File: src/rtl/mc_controlunit.sv
// Multicycle MIPS control unit: Moore FSM sequencing each instruction over 3-5 cycles.
// Drives datapath selects, write strobes, ALU control, an illegal-instruction pulse and a retired counter.
module mc_controlunit #(
  parameter int ENABLE_ADDI = 1,
  parameter int ENABLE_JUMP = 1,
  parameter int ENABLE_BNE  = 0,
  parameter int CNT_W       = 32
) (
  input  logic             clk,
  input  logic             reset,
  input  logic [5:0]       opcode,
  input  logic [5:0]       funct,
  input  logic             Zero,
  output logic             IorD,
  output logic             MemWrite,
  output logic             IRWrite,
  output logic             RegDst,
  output logic             MemtoReg,
  output logic             RegWrite,
  output logic             ALUSrcA,
  output logic [1:0]       ALUSrcB,
  output logic [1:0]       PCSrc,
  output logic             PCEn,
  output logic [2:0]       alucontrol,
  output logic             illegal_instr,
  output logic [CNT_W-1:0] instret,
  output logic [3:0]       fsm_state
);

  localparam logic [5:0] OP_R    = 6'b000000;
  localparam logic [5:0] OP_LW   = 6'b100011;
  localparam logic [5:0] OP_SW   = 6'b101011;
  localparam logic [5:0] OP_BEQ  = 6'b000100;
  localparam logic [5:0] OP_BNE  = 6'b000101;
  localparam logic [5:0] OP_ADDI = 6'b001000;
  localparam logic [5:0] OP_J    = 6'b000010;

  typedef enum logic [3:0] {
    S_FETCH   = 4'd0,
    S_DECODE  = 4'd1,
    S_MEMADR  = 4'd2,
    S_MEMRD   = 4'd3,
    S_MEMWB   = 4'd4,
    S_MEMWR   = 4'd5,
    S_EXECUTE = 4'd6,
    S_ALUWB   = 4'd7,
    S_BRANCH  = 4'd8,
    S_ADDIEX  = 4'd9,
    S_ADDIWB  = 4'd10,
    S_JUMP    = 4'd11
  } state_t;

  state_t state, next_state;
  state_t decode_next;
  logic   decode_ill;
  logic   funct_ok;
  logic   retire;
  logic   pc_write, branch, is_bne;
  logic   mem_write_d, ir_write_d, reg_write_d;

  assign fsm_state = state;

  always_ff @(posedge clk or posedge reset) begin
    if (reset) state <= S_FETCH;
    else       state <= next_state;
  end

  always_comb begin
    funct_ok = 1'b0;
    case (funct)
      6'b100000, 6'b100010, 6'b100100, 6'b100101, 6'b101010: funct_ok = 1'b1;
      default: funct_ok = 1'b0;
    endcase
  end

  // Disabled optional opcodes fall through to the illegal path.
  always_comb begin
    decode_next = S_FETCH;
    decode_ill  = 1'b1;
    case (opcode)
      OP_LW, OP_SW: begin
        decode_next = S_MEMADR;
        decode_ill  = 1'b0;
      end
      OP_R: if (funct_ok) begin
        decode_next = S_EXECUTE;
        decode_ill  = 1'b0;
      end
      OP_BEQ: begin
        decode_next = S_BRANCH;
        decode_ill  = 1'b0;
      end
      OP_BNE: if (ENABLE_BNE != 0) begin
        decode_next = S_BRANCH;
        decode_ill  = 1'b0;
      end
      OP_ADDI: if (ENABLE_ADDI != 0) begin
        decode_next = S_ADDIEX;
        decode_ill  = 1'b0;
      end
      OP_J: if (ENABLE_JUMP != 0) begin
        decode_next = S_JUMP;
        decode_ill  = 1'b0;
      end
      default: begin
        decode_next = S_FETCH;
        decode_ill  = 1'b1;
      end
    endcase
  end

  always_comb begin
    next_state = S_FETCH;
    case (state)
      S_FETCH:   next_state = S_DECODE;
      S_DECODE:  next_state = decode_next;
      S_MEMADR:  next_state = (opcode == OP_LW) ? S_MEMRD : S_MEMWR;
      S_MEMRD:   next_state = S_MEMWB;
      S_EXECUTE: next_state = S_ALUWB;
      S_ADDIEX:  next_state = S_ADDIWB;
      S_MEMWB, S_MEMWR, S_ALUWB, S_BRANCH, S_ADDIWB, S_JUMP: next_state = S_FETCH;
      default:   next_state = S_FETCH;
    endcase
  end

  always_comb begin
    IorD        = 1'b0;
    mem_write_d = 1'b0;
    ir_write_d  = 1'b0;
    RegDst      = 1'b0;
    MemtoReg    = 1'b0;
    reg_write_d = 1'b0;
    ALUSrcA     = 1'b0;
    ALUSrcB     = 2'b00;
    PCSrc       = 2'b00;
    alucontrol  = 3'b000;
    pc_write    = 1'b0;
    branch      = 1'b0;
    case (state)
      S_FETCH: begin
        ir_write_d = 1'b1;
        ALUSrcB    = 2'b01;
        alucontrol = 3'b010;
        pc_write   = 1'b1;
      end
      S_DECODE: begin
        ALUSrcB    = 2'b11;
        alucontrol = 3'b010;
      end
      S_MEMADR, S_ADDIEX: begin
        ALUSrcA    = 1'b1;
        ALUSrcB    = 2'b10;
        alucontrol = 3'b010;
      end
      S_MEMRD: IorD = 1'b1;
      S_MEMWB: begin
        MemtoReg    = 1'b1;
        reg_write_d = 1'b1;
      end
      S_MEMWR: begin
        IorD        = 1'b1;
        mem_write_d = 1'b1;
      end
      S_EXECUTE: begin
        ALUSrcA = 1'b1;
        case (funct)
          6'b100010: alucontrol = 3'b110;
          6'b100100: alucontrol = 3'b000;
          6'b100101: alucontrol = 3'b001;
          6'b101010: alucontrol = 3'b111;
          default:   alucontrol = 3'b010;
        endcase
      end
      S_ALUWB: begin
        RegDst      = 1'b1;
        reg_write_d = 1'b1;
      end
      S_BRANCH: begin
        ALUSrcA    = 1'b1;
        alucontrol = 3'b110;
        PCSrc      = 2'b01;
        branch     = 1'b1;
      end
      S_ADDIWB: reg_write_d = 1'b1;
      S_JUMP: begin
        PCSrc    = 2'b10;
        pc_write = 1'b1;
      end
      default: ;
    endcase
  end

  // Strobes are masked by reset so an abandoned instruction cannot write anything.
  assign is_bne   = (opcode == OP_BNE);
  assign MemWrite = mem_write_d & ~reset;
  assign IRWrite  = ir_write_d & ~reset;
  assign RegWrite = reg_write_d & ~reset;
  assign PCEn     = (pc_write | (branch & (Zero ^ is_bne))) & ~reset;

  assign retire = (state == S_MEMWB) || (state == S_MEMWR) || (state == S_ALUWB) ||
                  (state == S_BRANCH) || (state == S_ADDIWB) || (state == S_JUMP);

  always_ff @(posedge clk or posedge reset) begin
    if (reset) begin
      illegal_instr <= 1'b0;
      instret       <= '0;
    end else begin
      illegal_instr <= (state == S_DECODE) && decode_ill;
      if (retire) instret <= instret + CNT_W'(1);
    end
  end

endmodule

File: config.mk
export PLATFORM = sky130hd
export DESIGN_NAME = mc_controlunit
export DESIGN_NICKNAME = d
export VERILOG_FILES = /design/src/rtl/mc_controlunit.sv
export SDC_FILE = /design/constraint.sdc
export NUM_CORES = 1
export LEC_CHECK = 0
export BUFFER_PORTS_ARGS = -buffer_cell sky130_fd_sc_hd__buf_4
export CELL_PAD_IN_SITES_DETAIL_PLACEMENT = 1
export CELL_PAD_IN_SITES_GLOBAL_PLACEMENT = 2
export CORE_ASPECT_RATIO = 1.4
export CORE_MARGIN = 2
export CORE_UTILIZATION = 30
export DETAILED_ROUTE_END_ITERATION = 16
export HOLD_SLACK_MARGIN = 0.02
export PLACE_DENSITY_LB_ADDON = 0.1
export SLEW_MARGIN = 15
export SYNTH_ARGS = -nofsm -noshare
export SYNTH_HDL_FRONTEND = slang
export SYNTH_SLANG_ARGS = --single-unit
File: constraint.sdc
create_clock -name clk -period 2.2 [get_ports clk]
set_clock_uncertainty 0.15 [all_clocks]
set_input_delay 0 -clock clk [delete_from_list [all_inputs] [get_ports clk]]
set_output_delay 0 -clock clk [all_outputs]
set_load 0.02 [all_outputs]
# After elaboration in Yosys (flattened, before gate mapping)
# Index checks and enable logic that the tools add are counted.
word_totals:
  ff_bits: 37
  output_inout_bits: 52
  word_cells: 71
op_classes:
  n_reduce_logical: 17
  n_bitwise: 8
  addsub: 1
  n_mux: 20
  eq_ne: 22
op_table:
  columns: ["cell", "n"]
  rows:
  - ["$eq 6x6->1 const B", 7]
  - ["$add 32x1->32 const B", 1]
  - ["$pmux 4 s6", 1]
  - ["$pmux 4 s5", 1]
  - ["$eq 4x3->1 const B", 4]
  - ["$eq 4x4->1 const B", 4]
  - ["$eq 6x3->1 const B", 2]
  - ["$pmux 3 s4", 1]
  - ["$mux 1", 11]
  - ["$reduce_or 5->1", 2]
  - ["$pmux 3 s3", 1]
  - ["$eq 4x2->1 const B", 2]
  - ["$reduce_or 2->1", 4]
  - ["$reduce_or 4->1", 2]
  - ["$eq 6x2->1 const B", 1]
  - ["$eq 6x4->1 const B", 1]
  - ["$logic_not 6->1", 1]
  - ["$mux 3", 2]
  - ["$pmux 2 s3", 1]
  - ["$and 1x1->1", 5]
  - ["$logic_or 1x1->1", 5]
  - ["$eq 4x1->1 const B", 1]
  - ["$logic_not 4->1", 1]
  - ["$pmux 2 s2", 1]
  - ["other kinds (6)", 6]

# Logic depth before layout (Yosys ltp)
logic_depth:
  depth_word: 6
  mapped_depth: 6
  depth_no_buf: 5

# Worst setup path before layout
# Ideal clock, no wire load.
synth_path:
  path_type: "register to register"
  start: "register state[2], in the netlist fsm_state[2]"
  end: "register instret[31]"
  arrival_time_ns: 1.883
  path_slack_ns: 0.038
  path_stages_with_launch: 7
  period_less_slack_ns: 2.162
  setup_time_ns: 0.129
  required_time_ns: 1.921
  cell_sequence: "dfrtp_1 > nand2b_1 > clkbuf_1 > o2bb2ai_4 > nand4_4 > or4_4 > xnor2_2"
synth_between:
  elab_chain_cells: 6
synth_rtl:
  columns: ["element", "line_no", "source"]
  rows:
  - ["start, declared", "53", "state_t state, next_state;"]
  - ["start signal, assigned", "65", "else state <= next_state;"]
  - ["$eq 4x3->1", "200", "assign retire = (state == S_MEMWB) || (state == S_MEMWR) || (state == S_ALUWB) ||"]
  - ["$logic_or 1x1->1 (3 in series)", "200", null]
  - ["$logic_or 1x1->1", "201", "(state == S_BRANCH) || (state == S_ADDIWB) || (state == S_JUMP);"]
  - ["$logic_or 1x1->1 (*)", "201", null]
  - ["end signal, assigned", "209", "if (retire) instret <= instret + CNT_W'(1);"]
  - ["end, declared", "26", "output logic [CNT_W-1:0] instret,"]
# Mark *: on every way between the ends. The rest lies on a longest branch, timed or not.
# A chain may end at the register's enable or synchronous reset.

# Worst setup path after layout
layout_path:
  start: "input port opcode[3]"
  end: "output port PCEn"
layout_between:
  elab_chain_cells: 5
layout_rtl:
  columns: ["element", "line_no", "source"]
  rows:
  - ["start, declared", "11", "input logic [5:0] opcode,"]
  - ["$eq 6x3->1", "194", "assign is_bne = (opcode == OP_BNE);"]
  - ["$xor 1x1->1", "198", "assign PCEn = (pc_write | (branch & (Zero ^ is_bne))) & ~reset;"]
  - ["$and 1x1->1", "198", null]
  - ["$or 1x1->1", "198", null]
  - ["$and 1x1->1", "198", null]
  - ["end, declared", "23", "output logic PCEn,"]
# No other way between the ends.

==> impl_metrics.toml <==
[logic_synthesis]
syn_avg_cell_area_um2 = 9.06
ys_warn_count = 0
async_reset_ff_share_pct = 100
synth_top_area_cell = "dfrtp_1"
ys_ff_latch = 37
syn_nets = 250
synth_edf_count = 0
synth_top_area_share_pct = 43.7
synth_cell_type_count = 39
synthesis.area_mm2 = 0.00212
ys.flop_type = "dfrtp_1"
yosysSeqAreaShare_pct = 43.7
synthCells = 234
synthTopCellsByArea = "dfrtp_1, xnor2_1, xor2_1"

[pwr]
pwr-share-clk_pct = 23.7
swShare_pct = 34.7
seqPwrFrac_pct = 41.0
p_leak_nw = 1.41
power-per-cell-area_mw_per_mm2 = 642
p_sw_mw = 0.656
pwr-share-comb_pct = 35.2
irDropWorstVdd_mv = 0.258
internal_power_mw = 1.24

[place]
routabilityCongestion = 0.739
post-place-ws_ps = 200
portBuffers = 66
dp_hpwl_mm = 4.38
dp.cells = 394

[sta]
slew_headroom_pct = 68.4
min_period_ps = 2070
slew_viol_final = 0
timing.final.crit_share_pct = 94.0
fin_tns_setup_ps = 0
rsz0062_at_grt = "no"
setup_viol = 0
max_clock_freq_mhz = 483
fin_ws_ps = 132
hold_violations = 0
worst_pin_slew_ps = 475

[grt]
grt_pass1_wl_mm = 9.58
groute.usage.overall_pct = 15.9
antenna_found_initial = 0
grt_overflow = 0
grt_max_degree = 38
grt_pass1_vias = 2012

[hold_path]
hold_depth = 5
worstHoldStart = "funct[0]"
min_delay_worst_endpoint = "fsm_state[2]"
min_path_type = "in -> reg"

[cells_and_area]
syn2layout_area_growth_pct = 39.0
stdcell_count = 411
antenna_cells = 0
drive_gt1_share_pct = 28.8
layout.nets = 331

[die]
start_util_pct = 30.8
rows = 36
fp.dieArea_mm2 = 0.00777
dieHeight_um = 103
io_pins = 67
fp.dieW_um = 75.1
fp.coreArea_mm2 = 0.00689

[cts]
htreeDepth = 2
cts_buffer_depth = 2
postCtsSetupRepairBufs = 0
cts_tree = "yes"
worstSkewPairLatency_ps = 280
cts_root_buf = "clkbuf_8"
cts_sinks = 37
cts.clk_slew.worst_paths_ps = 70
cts_buffers = 5

[routing]
first_iter_violations = 54
via_count = 1967
wl_mm = 5.70
first_pass_iters = 4
drc = 0
vias_per_cell = 4.79
ant_nets = 0
wl_per_cell_um = 13.9

[worst_setup_path]
rrSetupSlack_ps = 190
reg2reg_from = "instret[14]"
cp-start-kind = "input pin"
critPathRequiredTime_ps = 2050
cp_max_fo = 7
startpoint = "opcode[3]"
cp-end-kind = "output pin"
worstPathArrival_ps = 1920
r2r_end = "instret[31]"
reg2reg_depth = 5
crit_type = "in -> out"

[job]
max_cap_viol_count = 0

[outcome]
status = "finished, final reports clean"
stage by stage:
stage	cell area [um2]	utilization, %	power, mW	hold slack [ps]
after global placement	2770	40.2	1.45	45.5
after global routing	2950	42.8	2.04	197
final	2950	42.8	1.89	148
after detailed placement	2770	40.2	1.45	48.1
after floorplan	2120	-	1.18	-70.9
after CTS	2940	42.7	1.93	159
worst max-delay path by stage:
stage	cells after the start	to
floorplan	6	instret[31]
global placement	5	instret[31]
CTS	8	PCEn
detailed placement	5	instret[31]
finish	8	PCEn
global route	8	PCEn
sequential cells by signal (all words and copies together) (netlist names):
name and count:
illegal_instr 1, instret 32, fsm_state 4
synthesized netlist by cell type, types with 2 or more instances:
library cell and count:
dfrtp_1 37, nor2_1 27, nand2_1 24, nor3_1 20, xnor2_1 18, xor2_1 16
nand3_1 12, clkbuf_1 11, inv_1 11, a21oi_1 8, nand4_1 7, o21ai_0 5
nand2b_1 4, nor2b_1 4, a211o_1 2, a21boi_0 2, and4_1 2, nand4_4 2
or3_1 2
critical path, cell delays in order:
cell	delay [ps]
dlygate4sd3_1	540
buf_4	170
nor4b_1	270
and3_1	210
xnor2_1	60
a211o_1	300
a211oi_2	210
buf_4	170
layer usage:
layer,wire length [um],GRT usage [%],up-vias
met4,81,5.91,0
met5,0,0,-
met1,2340,18.9,954
met2,3060,28.1,46
li1,-,-,961
met3,221,2.71,6
timing repair:
action                                 4_1_cts  5_1_grt
hold buffers                                 9        0
setup endpoints to repair                    0        1
endpoints found under the hold margin       41        0
resized for setup                            0        1
final cells by class:
class	instances	area, um2
Fill cell	834	3940
Multi-Input combinational cell	174	1110
Sequential cell	37	926
Timing Repair Buffer	86	668
Tap cell	95	119
Clock buffer	8	80.1
Inverter	11	41.3
power by group through the flow:
| stage | Sequential [mW] | Combinational (mW) | Clock (mW) |
|---|---|---|---|
| after global placement | 0.787 | 0.665 | 0 |
| after floorplan | 0.851 | 0.332 | 0 |
| after CTS | 0.777 | 0.676 | 0.479 |
| final | 0.776 | 0.667 | 0.449 |
| after detailed placement | 0.790 | 0.662 | 0 |
| after global routing | 0.785 | 0.737 | 0.519 |
placed cells by master (no fill, tap or decap), types with 3 or more instances in the layout:
cell / synthesis / final
a21oi_1: 8 / 8
buf_4: 0 / 77
clkbuf_1: 11 / 3
clkbuf_8: 0 / 5
dfrtp_1: 37 / 37
dlygate4sd3_1: 0 / 9
inv_1: 11 / 11
nand2_1: 24 / 24
nand2b_1: 4 / 4
nand3_1: 12 / 12
nand4_1: 7 / 7
nor2_1: 27 / 27
nor2b_1: 4 / 4
nor3_1: 20 / 20
o21ai_0: 5 / 5
xnor2_1: 18 / 18
xor2_1: 16 / 16
cell families after synthesis:
logic type	after synthesis	share of synthesized area [%]
AO/OA/AOI/OAI	25	8.73
buffers and inverters	23	4.07
AND/OR/NAND/NOR	112	27.6
flip-flops	37	43.7
multiplexers	1	0.531
XOR/XNOR	35	14.8
adder cells (fa/ha/maj)	1	0.590
(Power assumes the default switching activity.)
